`src/rtl/mul_div_unit_pkg.sv`:
```
// Shared constants and helpers for the HI/LO multiply/divide engine.
// Op codes and FSM encodings are fixed values the pipeline decoder also relies on.
package mul_div_unit_pkg;

    localparam logic [2:0] OP_NONE  = 3'd0;
    localparam logic [2:0] OP_MULT  = 3'd1;
    localparam logic [2:0] OP_MULTU = 3'd2;
    localparam logic [2:0] OP_DIV   = 3'd3;
    localparam logic [2:0] OP_DIVU  = 3'd4;
    localparam logic [2:0] OP_MTHI  = 3'd5;
    localparam logic [2:0] OP_MTLO  = 3'd6;

    localparam logic [1:0] ST_IDLE = 2'd0;
    localparam logic [1:0] ST_MUL  = 2'd1;
    localparam logic [1:0] ST_DIV  = 2'd2;
    localparam logic [1:0] ST_FIX  = 2'd3;

    typedef struct packed {
        logic [31:0] hi;
        logic [31:0] lo;
    } hilo_t;

    // 0x80000000 maps to itself, which is the correct unsigned magnitude.
    function automatic logic [31:0] abs32(input logic [31:0] v, input logic is_signed);
        return (is_signed && v[31]) ? 32'd0 - v : v;
    endfunction

    function automatic logic [31:0] neg_if(input logic [31:0] v, input logic neg);
        return neg ? 32'd0 - v : v;
    endfunction

endpackage

```
`src/rtl/mul_div_unit_div_core.sv`:
```
// Iterative restoring divider on unsigned magnitudes: one quotient bit per cycle, 32 steps.
// The dividend shifts out of the quotient register as quotient bits shift in.
module mul_div_unit_div_core
    import mul_div_unit_pkg::*;
(
    input  logic        i_clk,
    input  logic        i_rst,
    input  logic        i_flush,
    input  logic        i_start,
    input  logic [31:0] i_dividend,
    input  logic [31:0] i_divisor,
    output logic        o_last,
    output logic [31:0] o_quotient,
    output logic [31:0] o_remainder
);

    logic        r_active;
    logic [4:0]  r_count;
    logic [31:0] r_rem;
    logic [31:0] r_quo;
    logic [31:0] r_divisor;

    logic [32:0] w_shift;
    logic [32:0] w_diff;
    logic        w_fits;

    assign w_shift = {r_rem, r_quo[31]};
    assign w_diff  = w_shift - {1'b0, r_divisor};
    assign w_fits  = ~w_diff[32];

    always_ff @(posedge i_clk or posedge i_rst) begin
        if (i_rst) begin
            r_active  <= 1'b0;
            r_count   <= 5'd0;
            r_rem     <= 32'd0;
            r_quo     <= 32'd0;
            r_divisor <= 32'd0;
        end else if (i_flush) begin
            r_active <= 1'b0;
            r_count  <= 5'd0;
        end else if (i_start) begin
            r_active  <= 1'b1;
            r_count   <= 5'd0;
            r_rem     <= 32'd0;
            r_quo     <= i_dividend;
            r_divisor <= i_divisor;
        end else if (r_active) begin
            r_rem   <= w_fits ? w_diff[31:0] : w_shift[31:0];
            r_quo   <= {r_quo[30:0], w_fits};
            r_count <= r_count + 5'd1;
            if (r_count == 5'd31) begin
                r_active <= 1'b0;
            end
        end
    end

    assign o_last      = r_active && (r_count == 5'd31);
    assign o_quotient  = r_quo;
    assign o_remainder = r_rem;

endmodule

```
`src/rtl/mul_div_unit.sv`:
```
// Execute-stage multiply/divide engine driving one-cycle HI/LO write pulses.
// Multiply completes in one MUL cycle; divide runs 32 DIV steps then a FIX sign-correction cycle.
module mul_div_unit
    import mul_div_unit_pkg::*;
(
    input  logic        clock_i,
    input  logic        reset_i,
    input  logic        start_i,
    input  logic [2:0]  op_i,
    input  logic [31:0] operand_a_i,
    input  logic [31:0] operand_b_i,
    input  logic        flush_i,
    output logic        busy_o,
    output logic        hi_write_enable_o,
    output logic [31:0] hi_write_data_o,
    output logic        lo_write_enable_o,
    output logic [31:0] lo_write_data_o
);

    logic [1:0]  r_state;
    logic [31:0] r_op_a;
    logic [31:0] r_op_b;
    logic        r_signed;
    logic        r_div_zero;
    logic        r_busy;
    logic        r_hi_we;
    logic [31:0] r_hi_wd;
    logic        r_lo_we;
    logic [31:0] r_lo_wd;

    logic [1:0]  w_state_next;
    logic [31:0] w_op_a_next;
    logic [31:0] w_op_b_next;
    logic        w_signed_next;
    logic        w_div_zero_next;
    logic        w_hi_we_next;
    logic [31:0] w_hi_wd_next;
    logic        w_lo_we_next;
    logic [31:0] w_lo_wd_next;

    logic        w_div_start;
    logic        w_div_last;
    logic [31:0] w_dividend;
    logic [31:0] w_divisor;
    logic [31:0] w_quotient;
    logic [31:0] w_remainder;
    logic [31:0] w_quo_fixed;
    logic [31:0] w_rem_fixed;

    logic [63:0] w_a_ext;
    logic [63:0] w_b_ext;
    hilo_t       w_prod;

    // Low 64 bits of the product of sign/zero-extended operands covers both MULT and MULTU.
    assign w_a_ext = {{32{r_signed & r_op_a[31]}}, r_op_a};
    assign w_b_ext = {{32{r_signed & r_op_b[31]}}, r_op_b};
    assign w_prod  = w_a_ext * w_b_ext;

    assign w_dividend = abs32(operand_a_i, op_i == OP_DIV);
    assign w_divisor  = abs32(operand_b_i, op_i == OP_DIV);

    assign w_quo_fixed = neg_if(w_quotient, r_signed & (r_op_a[31] ^ r_op_b[31]));
    assign w_rem_fixed = neg_if(w_remainder, r_signed & r_op_a[31]);

    mul_div_unit_div_core u_div_core (
        .i_clk       (clock_i),
        .i_rst       (reset_i),
        .i_flush     (flush_i),
        .i_start     (w_div_start),
        .i_dividend  (w_dividend),
        .i_divisor   (w_divisor),
        .o_last      (w_div_last),
        .o_quotient  (w_quotient),
        .o_remainder (w_remainder)
    );

    always_comb begin
        w_state_next    = r_state;
        w_op_a_next     = r_op_a;
        w_op_b_next     = r_op_b;
        w_signed_next   = r_signed;
        w_div_zero_next = r_div_zero;
        w_hi_we_next    = 1'b0;
        w_hi_wd_next    = r_hi_wd;
        w_lo_we_next    = 1'b0;
        w_lo_wd_next    = r_lo_wd;
        w_div_start     = 1'b0;

        if (flush_i) begin
            w_state_next = ST_IDLE;
        end else begin
            case (r_state)
                ST_IDLE: begin
                    if (start_i) begin
                        case (op_i)
                            OP_MTHI: begin
                                w_hi_we_next = 1'b1;
                                w_hi_wd_next = operand_a_i;
                            end
                            OP_MTLO: begin
                                w_lo_we_next = 1'b1;
                                w_lo_wd_next = operand_a_i;
                            end
                            OP_MULT, OP_MULTU: begin
                                w_op_a_next   = operand_a_i;
                                w_op_b_next   = operand_b_i;
                                w_signed_next = (op_i == OP_MULT);
                                w_state_next  = ST_MUL;
                            end
                            OP_DIV, OP_DIVU: begin
                                w_op_a_next     = operand_a_i;
                                w_op_b_next     = operand_b_i;
                                w_signed_next   = (op_i == OP_DIV);
                                w_div_zero_next = (operand_b_i == 32'd0);
                                if (operand_b_i == 32'd0) begin
                                    w_state_next = ST_FIX;
                                end else begin
                                    w_div_start  = 1'b1;
                                    w_state_next = ST_DIV;
                                end
                            end
                            default: ;
                        endcase
                    end
                end
                ST_MUL: begin
                    w_hi_we_next = 1'b1;
                    w_hi_wd_next = w_prod.hi;
                    w_lo_we_next = 1'b1;
                    w_lo_wd_next = w_prod.lo;
                    w_state_next = ST_IDLE;
                end
                ST_DIV: begin
                    if (w_div_last) begin
                        w_state_next = ST_FIX;
                    end
                end
                ST_FIX: begin
                    w_hi_we_next = 1'b1;
                    w_lo_we_next = 1'b1;
                    w_hi_wd_next = r_div_zero ? r_op_a : w_rem_fixed;
                    w_lo_wd_next = r_div_zero ? 32'hFFFF_FFFF : w_quo_fixed;
                    w_state_next = ST_IDLE;
                end
                default: w_state_next = ST_IDLE;
            endcase
        end
    end

    always_ff @(posedge clock_i or posedge reset_i) begin
        if (reset_i) begin
            r_state    <= ST_IDLE;
            r_op_a     <= 32'd0;
            r_op_b     <= 32'd0;
            r_signed   <= 1'b0;
            r_div_zero <= 1'b0;
            r_busy     <= 1'b0;
            r_hi_we    <= 1'b0;
            r_hi_wd    <= 32'd0;
            r_lo_we    <= 1'b0;
            r_lo_wd    <= 32'd0;
        end else begin
            r_state    <= w_state_next;
            r_op_a     <= w_op_a_next;
            r_op_b     <= w_op_b_next;
            r_signed   <= w_signed_next;
            r_div_zero <= w_div_zero_next;
            r_busy     <= (w_state_next != ST_IDLE);
            r_hi_we    <= w_hi_we_next;
            r_hi_wd    <= w_hi_wd_next;
            r_lo_we    <= w_lo_we_next;
            r_lo_wd    <= w_lo_wd_next;
        end
    end

    assign busy_o            = r_busy;
    assign hi_write_enable_o = r_hi_we;
    assign hi_write_data_o   = r_hi_wd;
    assign lo_write_enable_o = r_lo_we;
    assign lo_write_data_o   = r_lo_wd;

endmodule

```
`config.mk`:
```
export PLATFORM = sky130hd
export DESIGN_NAME = mul_div_unit
export DESIGN_NICKNAME = d
export VERILOG_FILES = /design/src/rtl/mul_div_unit_pkg.sv /design/src/rtl/mul_div_unit_div_core.sv /design/src/rtl/mul_div_unit.sv
export SDC_FILE = /design/constraint.sdc
export NUM_CORES = 2
export LEC_CHECK = 0
export ABC_AREA = 1
export CAP_MARGIN = 20
export CORE_UTILIZATION = 50
export CTS_CLUSTER_DIAMETER = 150
export DETAILED_ROUTE_END_ITERATION = 7
export PLACE_DENSITY = 0.71
export SLEW_MARGIN = 20
export SYNTH_ARGS = -nofsm -noshare
export SYNTH_HDL_FRONTEND = slang
export SYNTH_SLANG_ARGS = --single-unit
```
`constraint.sdc`:
```
create_clock -name clock_i -period 9.1 [get_ports clock_i]
set_clock_uncertainty 0.05 [all_clocks]
set_input_delay 1.82 -clock clock_i [delete_from_list [all_inputs] [get_ports clock_i]]
set_output_delay 1.82 -clock clock_i [all_outputs]
set_load 0.1 [all_outputs]
```
### After elaboration in Yosys (flattened, before gate mapping)

Cells that the tools add are included.

* register bits: 237
* output and inout port bits: 67
* input port bits: 71
* word-level logic and storage cells: 106

* $add $sub $neg: 6
* multipliers: 1
* equality and inequality tests: 13
* muxes and demuxes: 44
* bitwise logic cells: 6
* reductions and logical operators: 21

Operators by type and width (number)
* $mux 32: 15
* $pmux 32 s3: 2
* $sub 1x32->32 const A: 4
* $mul 33x33->64: 1
* $sub 33x32->33: 1
* $logic_not 32->1: 1
* $reduce_and 4->1: 5
* $mux 1: 16
* $mux 5: 3
* $eq 3x3->1 const B: 3
* $eq 3x2->1 const B: 2
* $mux 2: 3
* $pmux 1 s2: 3
* $pmux 2 s3: 1
* $reduce_bool 2->1: 3
* $reduce_bool 3->1: 2
* $reduce_or 2->1: 3
* $add 5x1->5 const B: 1
* $eq 5x5->1 const B: 1
* $eq 2x2->1 const B: 2
* $ne 2x1->1 const B: 2
* $pmux 2 s2: 1
* $reduce_and 2->1: 2
* $reduce_or 4->1: 1
* 8 further kinds: 13

### Logic depth before layout (Yosys ltp)

* word-level depth: 8
* gate-level depth with buffers: 36
* depth with buffers taken out: 34

### Modules after synthesis

A second synthesis with hierarchy kept.

* cell total of the unflattened synthesis: 7712
* area, all modules: 57192.4 sq um

By module, submodules not included
* mul_div_unit: cells an instance 6587, instances 1, sequential area each 3378.2 sq um, area an instance 49871.6 sq um
* mul_div_unit_div_core: cells an instance 1125, instances 1, sequential area each 2552.4 sq um, area an instance 7320.8 sq um

### Least setup slack after synthesis

OpenSTA, ideal clock, no wires.

* path type: register to register
* start: register r_op_a[31]
* end: register r_hi_wd[25] (netlist: hi_write_data_o[25])
* path slack: 1240 ps
* period minus slack after synthesis: 7860 ps
* data required time: 8966 ps
* arrival time: 7726 ps
* path buffers: 3
* cell stages (with the launch flop): 33
* library setup time: 84 ps
* cells stage by stage: dfrtp_1 clkbuf_1 nand2_1 inv_2 buf_2 buf_1 nand2_1 inv_1 fa_1 inv_1 fa_1 inv_1 fa_1 fa_1 inv_1 fa_1 inv_1 fa_1 inv_1 fa_1 fa_1 inv_1 ha_1 nand2_1 nor2_1 inv_1 nor3_1 nand2_1 nor3_1 nand2_1 nand3_1 nand3_1 a21boi_0

* longest elaborated chain between the ends: 4
* elaborated cells between the ends (all ways): 5
* classes of those cells: mul (1); mux (3); bitwise (1)

Ends and longest elaborated chain
* from (decl): line mul_div_unit.sv:21 `logic [31:0] r_op_a;`
* from (signal assigned): line mul_div_unit.sv:164 `r_op_a <= w_op_a_next;`
* parallel branches: the longest is 3 deep, another holds $mul 33x33->64
* $pmux 32 s3 (*): line mul_div_unit.sv:92 `case (r_state)`
* to (signal assigned): line mul_div_unit.sv:170 `r_hi_wd <= w_hi_wd_next;`
* to (decl): line mul_div_unit.sv:27 `logic [31:0] r_hi_wd;`

Mark *: on every way between the ends.
A chain may end at the register's enable or synchronous reset.

### Worst setup path in the final report

* start: register r_op_a[16]
* end: register r_hi_wd[7] (netlist: hi_write_data_o[7])

* longest elaborated chain between the ends: 2

Ends and longest elaborated chain
* $mul 33x33->64: line mul_div_unit.sv:57 `assign w_prod = w_a_ext * w_b_ext;`
* $pmux 32 s3: line mul_div_unit.sv:92

Every way passes these cells.

==> run_summary.xml <==
<?xml version="1.0" encoding="UTF-8"?>
<metrics>
  <group name="global_route">
    <metric name="vias_in_the_first_global_route" unit="">52100</metric>
    <metric name="grt_pass1_wl" unit="mm">314</metric>
    <metric name="grt_remaining_overflow" unit="">0</metric>
    <metric name="use_met1" unit="">0.485</metric>
    <metric name="number_of_antenna_violations_at_the_first_check_in_global_routing" unit="">2</metric>
    <metric name="groute.usage.overall" unit="">0.358</metric>
    <metric name="use_met3" unit="">0.0588</metric>
    <metric name="met2_usage" unit="">0.563</metric>
    <metric name="grt-busiest-layer" unit="">met2</metric>
    <metric name="grt_start_max_net_pins" unit="">135</metric>
  </group>
  <group name="synthesis">
    <metric name="synth.top_cells.by_count" unit="">sky130_fd_sc_hd__nand2_1, sky130_fd_sc_hd__inv_1, sky130_fd_sc_hd__fa_1, sky130_fd_sc_hd__nor2_1, sky130_fd_sc_hd__nand3_1</metric>
    <metric name="ys_types" unit="">52</metric>
    <metric name="synth.area.top_cells" unit="">sky130_fd_sc_hd__fa_1, sky130_fd_sc_hd__nand2_1, sky130_fd_sc_hd__inv_1, sky130_fd_sc_hd__dfrtp_1, sky130_fd_sc_hd__ha_1</metric>
    <metric name="synth-main-ff-cell" unit="">sky130_fd_sc_hd__dfrtp_1</metric>
    <metric name="yosys.cell_count.top_type" unit="">sky130_fd_sc_hd__nand2_1</metric>
    <metric name="synth.ff_latch_count" unit="">237</metric>
    <metric name="synth_enable_flop_cells" unit="">0</metric>
    <metric name="synthDominantAreaCellType" unit="">sky130_fd_sc_hd__fa_1</metric>
    <metric name="syn_area_per_cell" unit="um^2">7.35</metric>
    <metric name="syn-num-nets" unit="">9235</metric>
    <metric name="synthesis.instances" unit="">7787</metric>
    <metric name="synthesis.area" unit="um^2">57200</metric>
    <metric name="synth_top_cell_area_share" unit="">0.394</metric>
    <metric name="synth_seq_area_share" unit="">0.104</metric>
    <metric name="synth_warnings" unit="">0</metric>
    <metric name="synthArstFlopShare" unit="">1.00</metric>
  </group>
  <group name="drt">
    <metric name="drt_iter0_drc" unit="">4921</metric>
    <metric name="firstDrtPassIters" unit="">8</metric>
    <metric name="route.detailed.wl_per_inst" unit="um">22.1</metric>
    <metric name="vias" unit="">50700</metric>
    <metric name="antenna_violating_nets_post_route" unit="">0</metric>
    <metric name="viasPerCell" unit="">5.49</metric>
    <metric name="drcViolationCount" unit="">6</metric>
    <metric name="postRouteWirelength" unit="mm">204</metric>
  </group>
  <group name="sta">
    <metric name="fin_tns_setup" unit="ps">0</metric>
    <metric name="count_of_final_max_slew_check_failures" unit="">0</metric>
    <metric name="fin_worst_hold_slack" unit="ps">434</metric>
    <metric name="worst_slew_margin_rel" unit="">0.176</metric>
    <metric name="final_number_of_setup_violating_endpoints" unit="">0</metric>
    <metric name="layout_worst_path_cycle_share" unit="">0.955</metric>
    <metric name="final_period_minus_worst_setup_slack" unit="ps">8690</metric>
    <metric name="worstMarginPinSlew" unit="ps">1240</metric>
    <metric name="max_freq" unit="MHz">115</metric>
    <metric name="setup_repair_after_global_routing_missed_its_margin" unit="">no</metric>
    <metric name="finalHoldViolCount" unit="">0</metric>
  </group>
  <group name="die">
    <metric name="core-area" unit="um^2">113000</metric>
    <metric name="die_height" unit="um">340</metric>
    <metric name="fp.dieW" unit="um">340</metric>
    <metric name="number_of_placement_rows" unit="">123</metric>
    <metric name="die_area" unit="um^2">116000</metric>
    <metric name="start_util" unit="">0.507</metric>
    <metric name="io-pin-count" unit="">138</metric>
  </group>
  <group name="worst_setup_path">
    <metric name="cpLargestDelayFamily" unit="">adder cells</metric>
    <metric name="most_used_cell_along_the_critical_path" unit="">sky130_fd_sc_hd__fa_1</metric>
    <metric name="criticalPathCategory" unit="">reg -&gt; reg</metric>
    <metric name="cp_num_buf_inv" unit="">5</metric>
    <metric name="critical_path.slowest_cell" unit="">sky130_fd_sc_hd__dfrtp_1</metric>
    <metric name="worstSetupStartpointType" unit="">flop</metric>
    <metric name="required" unit="ps">9560</metric>
    <metric name="worst_path_largest_cell_delay" unit="ps">1110</metric>
    <metric name="crit_fanout" unit="">20</metric>
    <metric name="timing.critical_path.to_type" unit="">flop</metric>
    <metric name="timing.critical_path.arrival" unit="ps">9150</metric>
  </group>
  <group name="clock_network">
    <metric name="clkTransAtPathRegs" unit="ps">60</metric>
    <metric name="cts_root_buf" unit="">sky130_fd_sc_hd__clkbuf_16</metric>
    <metric name="tritoncts_clock_tree" unit="">done</metric>
    <metric name="cts_resized" unit="">0</metric>
    <metric name="ctsLongestPathBuffers" unit="">3</metric>
    <metric name="postCtsSetupBuffers" unit="">0</metric>
    <metric name="number_of_levels_in_the_clock_h_tree" unit="">1</metric>
    <metric name="worst_skew_pair.late_latency" unit="ps">620</metric>
    <metric name="cts_hold_buf" unit="">0</metric>
    <metric name="clock_sink_total" unit="">237</metric>
    <metric name="number_of_buffers_created_by_cts" unit="">28</metric>
  </group>
  <group name="min_path">
    <metric name="hp-class" unit="">reg -&gt; reg</metric>
  </group>
  <group name="place">
    <metric name="place_hpwl" unit="mm">170</metric>
    <metric name="placed_cells" unit="">9188</metric>
    <metric name="gpl.final_weighted_congestion" unit="">1.06</metric>
    <metric name="io_buffers" unit="">137</metric>
    <metric name="post_placement_cell_area" unit="um^2">60200</metric>
  </group>
  <group name="layout">
    <metric name="finalNetCount" unit="">9166</metric>
    <metric name="area_added_between_synthesis_and_finish" unit="%">7.04</metric>
    <metric name="layout.cell_area.non_filler" unit="um^2">61300</metric>
    <metric name="finalNonFillerCells" unit="">9241</metric>
    <metric name="drive_gt1_frac" unit="">0.0328</metric>
  </group>
  <group name="flow_run">
    <metric name="cap_violations" unit="">0</metric>
  </group>
  <group name="outcome">
    <metric name="failing_checks" unit="">DRC</metric>
    <metric name="outcome" unit="">finished with violations</metric>
  </group>
</metrics>
## final timing paths
path                                     startpoint                       end  slack [ps]  depth (start not counted)
min in group asynchronous                   reset_i   u_div_core.r_divisor[9]        1670                          2
min reg2reg                u_div_core.r_divisor[29]  u_div_core.r_divisor[29]         430                          2
max in group asynchronous                   reset_i       lo_write_data_o[30]        5920                          3
max reg2reg                              r_op_a[16]        hi_write_data_o[7]         410                         25
min                        u_div_core.r_divisor[29]  u_div_core.r_divisor[29]         430                          2
max                                      r_op_a[16]        hi_write_data_o[7]         410                         25
## layout by cell type (no fill, tap or decap), types with 17 or more instances in the layout
cell                              Yosys  final
sky130_fd_sc_hd__nand3b_1            19     19
sky130_fd_sc_hd__clkdlybuf4s50_1      0    137
sky130_fd_sc_hd__ha_1               251    251
sky130_fd_sc_hd__nand3_1            332    332
sky130_fd_sc_hd__inv_1             1992   1990
sky130_fd_sc_hd__or2_2               44     44
sky130_fd_sc_hd__nor2_1             422    421
sky130_fd_sc_hd__nand4_1             52     52
sky130_fd_sc_hd__o211ai_1            23     23
sky130_fd_sc_hd__o21ai_0            266    266
sky130_fd_sc_hd__fa_1              1126   1126
sky130_fd_sc_hd__a21boi_0            19     19
sky130_fd_sc_hd__xor2_1              55     55
sky130_fd_sc_hd__clkbuf_16            0     28
sky130_fd_sc_hd__nor3_1              48     48
sky130_fd_sc_hd__xnor2_1             17     17
sky130_fd_sc_hd__buf_4                8    110
sky130_fd_sc_hd__a21oi_1            203    203
sky130_fd_sc_hd__dfrtp_1            237    231
sky130_fd_sc_hd__o21bai_1            20     20
sky130_fd_sc_hd__nand2_1           2182   2181
## sequential cells by signal, summed over array words and instances, names as in the netlist, 2 cells and up
register and cells:
u_div_core.o_quotient 32, u_div_core.r_divisor 32, r_state 2, u_div_core.o_remainder 32, u_div_core.r_count 5, lo_write_data_o 32
r_op_b 32, r_op_a 32, hi_write_data_o 32
## final cells by class
| type | instances | area [um^2] |
|---|---|---|
| Antenna cell | 3 | 7.51 |
| Clock buffer | 37 | 795 |
| Clock inverter | 13 | 277 |
| Fill cell | 10900 | 51700 |
| Inverter | 2000 | 7510 |
| Multi-Input combinational cell | 5189 | 42400 |
| Sequential cell | 237 | 5940 |
| Tap cell | 1500 | 1880 |
| Timing Repair Buffer | 262 | 2490 |
## tightest hold or removal path, stage by stage, from the launching register on
cell and delay, ps:
sky130_fd_sc_hd__dfrtp_1 340, sky130_fd_sc_hd__nand2_1 50, sky130_fd_sc_hd__nand2_1 60
## cell families after synthesis
| logic type | Yosys count | share of synthesized area |
|---|---|---|
| AO/OA/AOI/OAI | 606 | 0.0587 |
| buffers and inverters | 2361 | 0.156 |
| XOR/XNOR | 72 | 0.0110 |
| flip-flops | 237 | 0.104 |
| adder cells (fa/ha/maj) | 1377 | 0.449 |
| multiplexers | 2 | 0.000372 |
| AND/OR/NAND/NOR | 3132 | 0.221 |
## stage by stage
stage           util  setup slack [ps]
2_1_floorplan      -               727
4_1_cts        0.542               470
5_1_grt        0.542               108
3_5_place_dp   0.533               454
6_report       0.542               409
3_3_place_gp   0.533               419
## routing by layer
| layer | vias to the layer above | wire length, um | part of all wire |
|---|---|---|---|
| met5 | - | 11 | 0.000054 |
| met1 | 25300 | 81400 | 0.40 |
| met4 | 2 | 11700 | 0.057 |
| met2 | 2461 | 91800 | 0.45 |
| met3 | 487 | 18900 | 0.093 |
| li1 | 22500 | - | - |
Power is not shown: default switching activity piles up to over one toggle a cycle in this logic, so the estimate is an artifact.
